<file path="src/rtl/fetch_pkg.sv">
// Shared types and constants for the instruction fetch stage.
package fetch_pkg;

  typedef enum logic [1:0] {
    BOOT   = 2'd0,
    RUN    = 2'd1,
    HALTED = 2'd2
  } fetch_state_e;

  localparam int INSTR_BYTES = 4;

endpackage

</file>
<file path="src/rtl/if_id_reg.sv">
// IF/ID pipeline register: flush clears only the valid bit, load captures a new
// fetch bundle, otherwise everything holds.
module if_id_reg #(
  parameter int ADDRESS_WIDTH = 32,
  parameter int DATA_WIDTH    = 32
) (
  input  logic                     clk,
  input  logic                     rst_n,
  input  logic                     i_load,
  input  logic                     i_flush,
  input  logic [DATA_WIDTH-1:0]    i_instr,
  input  logic [ADDRESS_WIDTH-1:0] i_pc,
  input  logic [ADDRESS_WIDTH-1:0] i_pc_plus4,
  output logic                     o_valid,
  output logic [DATA_WIDTH-1:0]    o_instr,
  output logic [ADDRESS_WIDTH-1:0] o_pc,
  output logic [ADDRESS_WIDTH-1:0] o_pc_plus4
);

  logic                     r_valid;
  logic [DATA_WIDTH-1:0]    r_instr;
  logic [ADDRESS_WIDTH-1:0] r_pc;
  logic [ADDRESS_WIDTH-1:0] r_pc_plus4;

  // Flush wins over load so a redirect/halt never lets a stale word through.
  always_ff @(posedge clk or negedge rst_n) begin
    if (!rst_n) begin
      r_valid    <= 1'b0;
      r_instr    <= '0;
      r_pc       <= '0;
      r_pc_plus4 <= '0;
    end else if (i_flush) begin
      r_valid <= 1'b0;
    end else if (i_load) begin
      r_valid    <= 1'b1;
      r_instr    <= i_instr;
      r_pc       <= i_pc;
      r_pc_plus4 <= i_pc_plus4;
    end
  end

  assign o_valid    = r_valid;
  assign o_instr    = r_instr;
  assign o_pc       = r_pc;
  assign o_pc_plus4 = r_pc_plus4;

endmodule

</file>
<file path="src/rtl/fetch_unit.sv">
// Single-issue instruction fetch: PC register, BOOT/RUN/HALTED control and an
// IF/ID register fed from a combinational instruction ROM.
module fetch_unit
  import fetch_pkg::*;
#(
  parameter int                       ADDRESS_WIDTH = 32,
  parameter int                       DATA_WIDTH    = 32,
  parameter logic [ADDRESS_WIDTH-1:0] RESET_PC      = '0
) (
  input  logic                     clk,
  input  logic                     rst_n,
  output logic [ADDRESS_WIDTH-1:0] instr_addr_o,
  input  logic [DATA_WIDTH-1:0]    instr_rdata_i,
  input  logic                     redirect_valid_i,
  input  logic [ADDRESS_WIDTH-1:0] redirect_pc_i,
  input  logic                     stall_i,
  input  logic                     halt_i,
  output logic                     if_valid_o,
  output logic [DATA_WIDTH-1:0]    if_instr_o,
  output logic [ADDRESS_WIDTH-1:0] if_pc_o,
  output logic [ADDRESS_WIDTH-1:0] if_pc_plus4_o,
  output logic                     halted_o
);

  localparam logic [ADDRESS_WIDTH-1:0] STEP  = ADDRESS_WIDTH'(INSTR_BYTES);
  localparam logic [ADDRESS_WIDTH-1:0] ALIGN = ~ADDRESS_WIDTH'(INSTR_BYTES - 1);

  fetch_state_e             r_state;
  fetch_state_e             w_state_next;
  logic [ADDRESS_WIDTH-1:0] r_pc;
  logic [ADDRESS_WIDTH-1:0] w_pc_next;
  logic [ADDRESS_WIDTH-1:0] w_pc_plus4;
  logic [ADDRESS_WIDTH-1:0] w_redirect_aligned;
  logic                     w_load;
  logic                     w_flush;

  // Wraps naturally at the top of the address space.
  assign w_pc_plus4         = r_pc + STEP;
  assign w_redirect_aligned = redirect_pc_i & ALIGN;

  always_ff @(posedge clk or negedge rst_n) begin
    if (!rst_n) begin
      r_state <= BOOT;
      r_pc    <= RESET_PC;
    end else begin
      r_state <= w_state_next;
      r_pc    <= w_pc_next;
    end
  end

  // Priority inside RUN: halt, then redirect, then stall, then fetch.
  always_comb begin
    w_state_next = r_state;
    w_pc_next    = r_pc;
    w_load       = 1'b0;
    w_flush      = 1'b0;
    unique case (r_state)
      BOOT: begin
        w_state_next = RUN;
        w_pc_next    = RESET_PC;
      end
      RUN: begin
        if (halt_i) begin
          w_state_next = HALTED;
          w_flush      = 1'b1;
        end else if (redirect_valid_i) begin
          w_pc_next = w_redirect_aligned;
          w_flush   = 1'b1;
        end else if (!stall_i) begin
          w_pc_next = w_pc_plus4;
          w_load    = 1'b1;
        end
      end
      HALTED: begin
        w_state_next = HALTED;
      end
      default: begin
        w_state_next = BOOT;
        w_pc_next    = RESET_PC;
      end
    endcase
  end

  if_id_reg #(
    .ADDRESS_WIDTH (ADDRESS_WIDTH),
    .DATA_WIDTH    (DATA_WIDTH)
  ) u_if_id (
    .clk        (clk),
    .rst_n      (rst_n),
    .i_load     (w_load),
    .i_flush    (w_flush),
    .i_instr    (instr_rdata_i),
    .i_pc       (r_pc),
    .i_pc_plus4 (w_pc_plus4),
    .o_valid    (if_valid_o),
    .o_instr    (if_instr_o),
    .o_pc       (if_pc_o),
    .o_pc_plus4 (if_pc_plus4_o)
  );

  assign instr_addr_o = r_pc;
  assign halted_o     = (r_state == HALTED);

endmodule

</file>
<file path="config.mk">
export PLATFORM = sky130hd
export DESIGN_NAME = fetch_unit
export DESIGN_NICKNAME = d
export VERILOG_FILES = /design/src/rtl/fetch_pkg.sv /design/src/rtl/if_id_reg.sv /design/src/rtl/fetch_unit.sv
export SDC_FILE = /design/constraint.sdc
export NUM_CORES = 1
export LEC_CHECK = 0
export BUFFER_PORTS_ARGS = -buffer_cell sky130_fd_sc_hd__buf_4
export CAP_MARGIN = 20
export CORE_ASPECT_RATIO = 1.4
export CORE_UTILIZATION = 55
export DETAILED_ROUTE_END_ITERATION = 7
export PLACE_DENSITY = 0.85
export REMOVE_ABC_BUFFERS = 1
export SLEW_MARGIN = 20
export SYNTH_ARGS = -nofsm -noshare
export SYNTH_HDL_FRONTEND = slang
export SYNTH_HIERARCHICAL = 1
export SYNTH_SLANG_ARGS = --single-unit
</file>
<file path="constraint.sdc">
create_clock -name clk -period 6.14 [get_ports clk]
set_input_delay 1.228 -clock clk [delete_from_list [all_inputs] [get_ports clk]]
set_output_delay 1.228 -clock clk [all_outputs]
set_load 0.03 [all_outputs]
</file>
==> After elaboration in Yosys (flattened, before gate mapping) <==
Index checks and enable logic that the tools add are counted.
{ "op_classes": {"n_bitwise": 2, "n_eq_ne": 5, "reduce_logical": 4, "addsub": 1, "mux": 15} }
{ "ops": {"columns": ["cell", "count"], "rows": [
  ["$mux W32", 3],
  ["$pmux W32 S2", 1],
  ["$add A32 B3 Y32 const B", 1],
  ["$mux W1", 9],
  ["$pmux W2 S3", 1],
  ["$ne A2 B2 Y1 const B", 2],
  ["$ne A3 B3 Y1 const B", 1],
  ["$reduce_and A3 Y1", 1],
  ["$eq A2 B1 Y1 const B", 1],
  ["$eq A2 B2 Y1 const B", 1],
  ["$logic_not A2 Y1", 1],
  ["$mux W2", 1],
  ["$not A1 Y1", 2],
  ["$reduce_and A2 Y1", 1],
  ["$reduce_bool A2 Y1", 1]
]} }
{ "totals": {"in_bits": 69, "out_inout_bits": 130, "word_cells": 33, "ff_bits": 131} }

==> Depth between registers and ports, before layout <==
{ "depth": {"word_depth": 6, "depth_mapped": 9, "depth_no_buf": 7} }

==> By module <==
Netlist, hierarchy kept.
{ "modules_own_cells": {"columns": ["mod", "seq_area_each_um2", "cells_each", "n_inst", "area_per_inst_um2"], "rows": [
  ["if_id_reg", 2427.3, 207, 1, 3811.2],
  ["fetch_unit", 800.8, 279, 1, 2338.5]
]} }

==> Worst setup path before layout <==
No wires, ideal clock.
{ "synth_timing": {"path_kind": "in2reg", "startpoint": "input redirect_valid_i", "endpoint": "register u_if_id.r_instr[0], in the netlist u_if_id/o_instr[0]", "setup_ns": 0.125, "required_time_ns": 6.015, "setup_slack_ns": 3.397, "stages": 8, "n_path_buf": 5, "arrival_ns": 2.618, "cell_sequence": "clkbuf_1 > buf_2 > o21a_1 > nor2b_4 > buf_6 > buf_8 > buf_12 > mux2_4"} }
{ "synth_via": {"elab_chain_len": 5, "elab_cells_between_ends": 8, "cone_classes": "mux: 6; bitwise: 1; reduce/logical: 1"} }
{ "synth_lines": {"columns": ["element", "line", "source"], "rows": [
  ["start: declaration", "fetch_unit.sv:14", "input logic redirect_valid_i,"],
  ["$mux W1", "fetch_unit.sv:66", "end else if (redirect_valid_i) begin"],
  ["$mux W1", "fetch_unit.sv:63", "if (halt_i) begin"],
  ["$mux W1", "fetch_unit.sv:57", "unique case (r_state)"],
  ["net w_flush", "fetch_unit.sv:35", "logic w_flush;"],
  ["$not A1 Y1 (no source line)", null, null],
  ["$reduce_and A2 Y1 (no source line)", null, null],
  ["end signal: assignment", "if_id_reg.sv:36", "r_instr <= i_instr;"],
  ["end: declaration", "if_id_reg.sv:21", "logic [DATA_WIDTH-1:0] r_instr;"]
]} }
The timed path passes the listed nets, and every way through them passes these cells.
A chain may end at the register's enable or synchronous reset.

==> Final worst setup path <==
{ "layout_timing": {"startpoint": "input redirect_valid_i", "endpoint": "register u_if_id.r_pc_plus4[0], in the netlist u_if_id/o_pc_plus4[0]"} }
{ "layout_via": {"elab_cells_between_ends": 8, "cone_classes": "mux: 6; bitwise: 1; reduce/logical: 1"} }
{ "layout_lines": {"columns": ["element", "line", "source"], "rows": [
  ["$mux W1", "fetch_unit.sv:66", null],
  ["$mux W1", "fetch_unit.sv:63", null],
  ["$mux W1", "fetch_unit.sv:57", null],
  ["net w_load", "fetch_unit.sv:34", "logic w_load;"],
  ["$reduce_and A2 Y1 (no source line)", null, null],
  ["end signal: assignment", "if_id_reg.sv:38", "r_pc_plus4 <= i_pc_plus4;"],
  ["end: declaration", "if_id_reg.sv:23", "logic [ADDRESS_WIDTH-1:0] r_pc_plus4;"]
]} }
The timed path passes the listed nets, and every way through them passes these cells.

==> results.txt <==
----------------------------------------------------
[STA]
  Final count of negative-setup-slack endpoints ... 0
  Slew Limit Fails ... 0
  Transition at the pin with the smallest max-transition slack ... around 1.1 ns
  Worst clock skew ... between 0.01 and 0.015 ns
  Fin crit period ... between 3 and 4 ns
  Setup Total Neg Slack ... 0 ns
  Share of the clock period used by the worst path after layout ... 0.520
  RSZ-0062 raised after global routing ... no
  Final hold violations ... 0
  Fmax ... between 0.3 and 0.4 GHz
  Max-slew headroom at the worst pin ... 0.258

[Clock tree]
  CTS Buffer Depth ... 2
  H-tree lvl count ... 4
  TritonCTS clock tree ... done
  Number of clock sinks ... between 100 and 150
  Number of setup buffers added after CTS ... 0
  Worst-skew pair later-pin latency ... 0.41 ns
  CTS clock-pin slew for the worst setup and hold paths ... 0.05 ns
  Root buf cell ... sky130_fd_sc_hd__clkbuf_16
  Number of buffers added to fix hold violations after cts ... 0
  Gates resized, CTS repair ... 0
  Clock buffers created by TritonCTS ... 17

[Worst setup path]
  Critical path capture point ... u_if_id/o_pc_plus4[0]
  Reg2reg path depth ... 6
  Required @ worst endpoint ... roughly 6.4 ns
  Endpoint class of the critical path ... flip-flop
  Flop2flop setup slack ... about 3.1 ns
  Largest fanout on the critical path ... between 50 and 60
  FF-to-FF Start ... r_state[1]
  Classification of the worst setup path ... input port to flip-flop
  Launching element of the worst setup path ... redirect_valid_i
  Data arrival time of the critical path ... 3.48 ns
  Critical path startpoint category ... input port
  Reg-to-reg critical path endpoint ... u_if_id/o_pc_plus4[0]

[Floorplan]
  IO Count ... between 150 and 200
  Placeable core region ... 10900 um^2
  Full die area ... about 12000 um^2
  Initial Util ... 0.566
  Count of standard-cell rows ... 45
  Die Ht ... between 100 and 150 um
  Die X ... roughly 91 um

[GRT]
  Pin count of the biggest net entering global routing ... 69
  Total gr overflow ... 0
  All-layer global routing usage ... 0.270
  First-pass GRT wire length ... 24.4 mm
  Vias in the first global route ... approximately 4900
  Initial antenna violation count ... 0

[Yosys]
  Synth Cell Area ... about 6000 um^2
  Synth area leader ... sky130_fd_sc_hd__dfrtp_1
  Flops & latches, synth ... roughly 130
  Synth Area per Inst ... between 10 and 15 um^2
  Yosys top cell area share ... 0.525
  Number of enable-type register cells in the synthesized netlist ... 0
  Most common flop cell mapped by yosys ... sky130_fd_sc_hd__dfrtp_1
  Count of synthesis-stage warnings from yosys ... 6
  Top cells by area in the synthesized netlist ... sky130_fd_sc_hd__dfrtp_1 52%, sky130_fd_sc_hd__mux2_2 10%, sky130_fd_sc_hd__mux2_4 9.8%
  Post-synthesis cell type count ... 49
  Number of instances in the synthesized netlist ... 486
  Share of the yosys chip area belonging to registers ... 0.525
  Synth async-reset ratio ... 1.00

[Layout]
  Antenna Diode Count ... 0
  Footprint of the multi-input gates ... between 2000 and 3000 um^2
  Total of fill cells in the finished design ... between 700 and 800
  Area delta synth->final ... 33.3%
  Final layout net count ... approximately 750
  Sequential cell area in the final layout ... 3230 um^2
  Fraction of layout cells with a size suffix above 1 ... 0.486

[Power and ir drop]
  Part of the power in combinational logic ... 0.399
  Internal Power ... roughly 2.4 mW
  Net Switching ... between 1 and 1.5 mW
  Overall power consumption ... around 3.8 mW
  Clock group share of total power ... 0.255
  Reg power frac ... 0.346
  Highest ir drop seen on vdd ... approximately 0.00027 V
  Leakage ... between 4 and 5 nW
  Power density of the placed cells ... between 400 and 500 nW/um^2
  Switching share of power ... 0.381

[Placed design]
  # port buffers ... a little under 200
  HPWL after DPL ... 10.3 mm
  Placer Congestion ... 0.768

[Status]
  Result of the run ... finished, final reports clean

[Worst hold path]
  Worst hold path class ... flip-flop to flip-flop

[Route]
  Total wirelength of the detailed-routed design ... between 15 and 20 mm
  DRC violation count after routing ... 0
  First drt pass iteration count ... 5
  Antenna violation net count after detailed routing ... 0
  Post-detailed-route via-to-cell ratio ... 5.59
  Total via count after detailed routing ... approximately 4600
  Average wire length per cell after detail routing ... between 15 and 20 um
  Detailed Route Iter0 Violations ... approximately 250

[Run]
  Max-cap viol count ... 0

----------------------------------------------------
[cell usage after synthesis, drive strengths merged (2+ instances only)]
master / n
dfrtp: 129
mux2: 97
nand3: 27
nand2: 25
buf: 21
xnor2: 20
o21ai: 19
nor2: 17
a21oi: 13
nand4: 13
nor3: 12
clkbuf: 10
a22oi: 9
o311ai: 9
inv: 8
xor2: 8
nand2b: 5
nor2b: 5
and3: 4
ha: 4
nor4: 4
a22o: 3
mux2i: 3
o22ai: 3
or3: 3
a31o: 2
and2: 2
[cells by family (layout without fill, tap and decap cells)]
kind of cell,Yosys count,in the layout,share of synthesized area
compound gates,64,64,0.0676
xor+xnor,28,28,0.0399
fa+ha+maj,4,4,0.00814
buf+inv,39,239,0.0411
flops,129,129,0.525
mux,100,100,0.207
other cells,1,6,0.000610
simple gates,121,121,0.111
[state kept, by name, summed over array words and instances, names as in the netlist]
name                cells
u_if_id/o_pc           32
u_if_id/o_instr        32
r_state                 2
u_if_id/o_pc_plus4     32
u_if_id/o_valid         1
instr_addr_o           30
[cell type report]
class,instances,share of cell area
Clock buffer,22,0.0566
Clock inverter,10,0.0134
Inverter,8,0.00366
Multi-Input combinational cell,323,0.328
Sequential cell,129,0.394
Tap cell,141,0.0215
Timing Repair Buffer,199,0.183
[critical path: stages]
cell	delay, ns
sky130_fd_sc_hd__buf_4	0.22
sky130_fd_sc_hd__nor4b_1	0.57
sky130_fd_sc_hd__nor2b_4	0.26
sky130_fd_sc_hd__buf_4	0.73
sky130_fd_sc_hd__mux2_2	0.42
[power groups by stage]
stage	clock network, mW	registers [mW]	logic [mW]
finish	0.970	1.32	1.52
global route	1.02	1.35	1.60
CTS	0.988	1.32	1.53
detailed placement	0	1.33	1.52
global placement	0	1.31	1.48
floorplan	0	1.78	0.449
[cells in the final DEF (no fill, tap or decap), types with 3 or more instances in the layout]
cell / n
sky130_fd_sc_hd__a21oi_1: 13
sky130_fd_sc_hd__a22o_1: 3
sky130_fd_sc_hd__a22oi_1: 9
sky130_fd_sc_hd__and3_1: 4
sky130_fd_sc_hd__buf_4: 198
sky130_fd_sc_hd__clkbuf_1: 3
sky130_fd_sc_hd__clkbuf_16: 17
sky130_fd_sc_hd__clkinv_2: 5
sky130_fd_sc_hd__conb_1: 6
sky130_fd_sc_hd__dfrtp_1: 129
sky130_fd_sc_hd__ha_1: 4
sky130_fd_sc_hd__inv_1: 8
sky130_fd_sc_hd__mux2_2: 57
sky130_fd_sc_hd__mux2_4: 40
sky130_fd_sc_hd__mux2i_1: 3
sky130_fd_sc_hd__nand2_1: 25
sky130_fd_sc_hd__nand2b_1: 5
sky130_fd_sc_hd__nand3_1: 26
sky130_fd_sc_hd__nand4_1: 9
sky130_fd_sc_hd__nor2_1: 17
sky130_fd_sc_hd__nor2b_1: 4
sky130_fd_sc_hd__nor3_1: 11
sky130_fd_sc_hd__nor4_1: 3
sky130_fd_sc_hd__o21ai_0: 19
sky130_fd_sc_hd__o22ai_1: 3
sky130_fd_sc_hd__o311ai_0: 9
sky130_fd_sc_hd__or3_1: 3
sky130_fd_sc_hd__xnor2_1: 20
sky130_fd_sc_hd__xor2_1: 8
[layer usage]
metal / GRT usage / routed length (um)
met5: 0 / 0
met4: 0.0896 / 144
met3: 0.0804 / 1100
met2: 0.462 / 7910
met1: 0.327 / 5990
[worst min-delay path by stage]
stage | from | end | slack [ns] | cells after the start
2_1_floorplan | r_state[1] | r_state[1] | 0.55 | 2
3_3_place_gp | u_if_id/o_valid | u_if_id/o_valid | 0.49 | 2
3_5_place_dp | u_if_id/o_instr[21] | u_if_id/o_instr[21] | 0.50 | 1
4_1_cts | u_if_id/o_instr[28] | u_if_id/o_instr[28] | 0.51 | 1
5_1_grt | u_if_id/o_pc_plus4[19] | u_if_id/o_pc_plus4[19] | 0.52 | 1
6_report | u_if_id/o_instr[30] | u_if_id/o_instr[30] | 0.50 | 1
[per-stage QoR]
stage,instance area (um^2),instances,setup WS [ns],hold WS (ns),util
after global routing,8200,832,2.85,0.520,0.755
after global placement,7620,800,2.73,0.487,0.702
after detailed placement,7620,800,2.60,0.496,0.702
after CTS,8200,832,3.01,0.510,0.755
after floorplan,5950,460,2.04,0.552,-
final,8200,832,2.95,0.504,0.755
No activity file was read; power rests on OpenSTA's default activity.
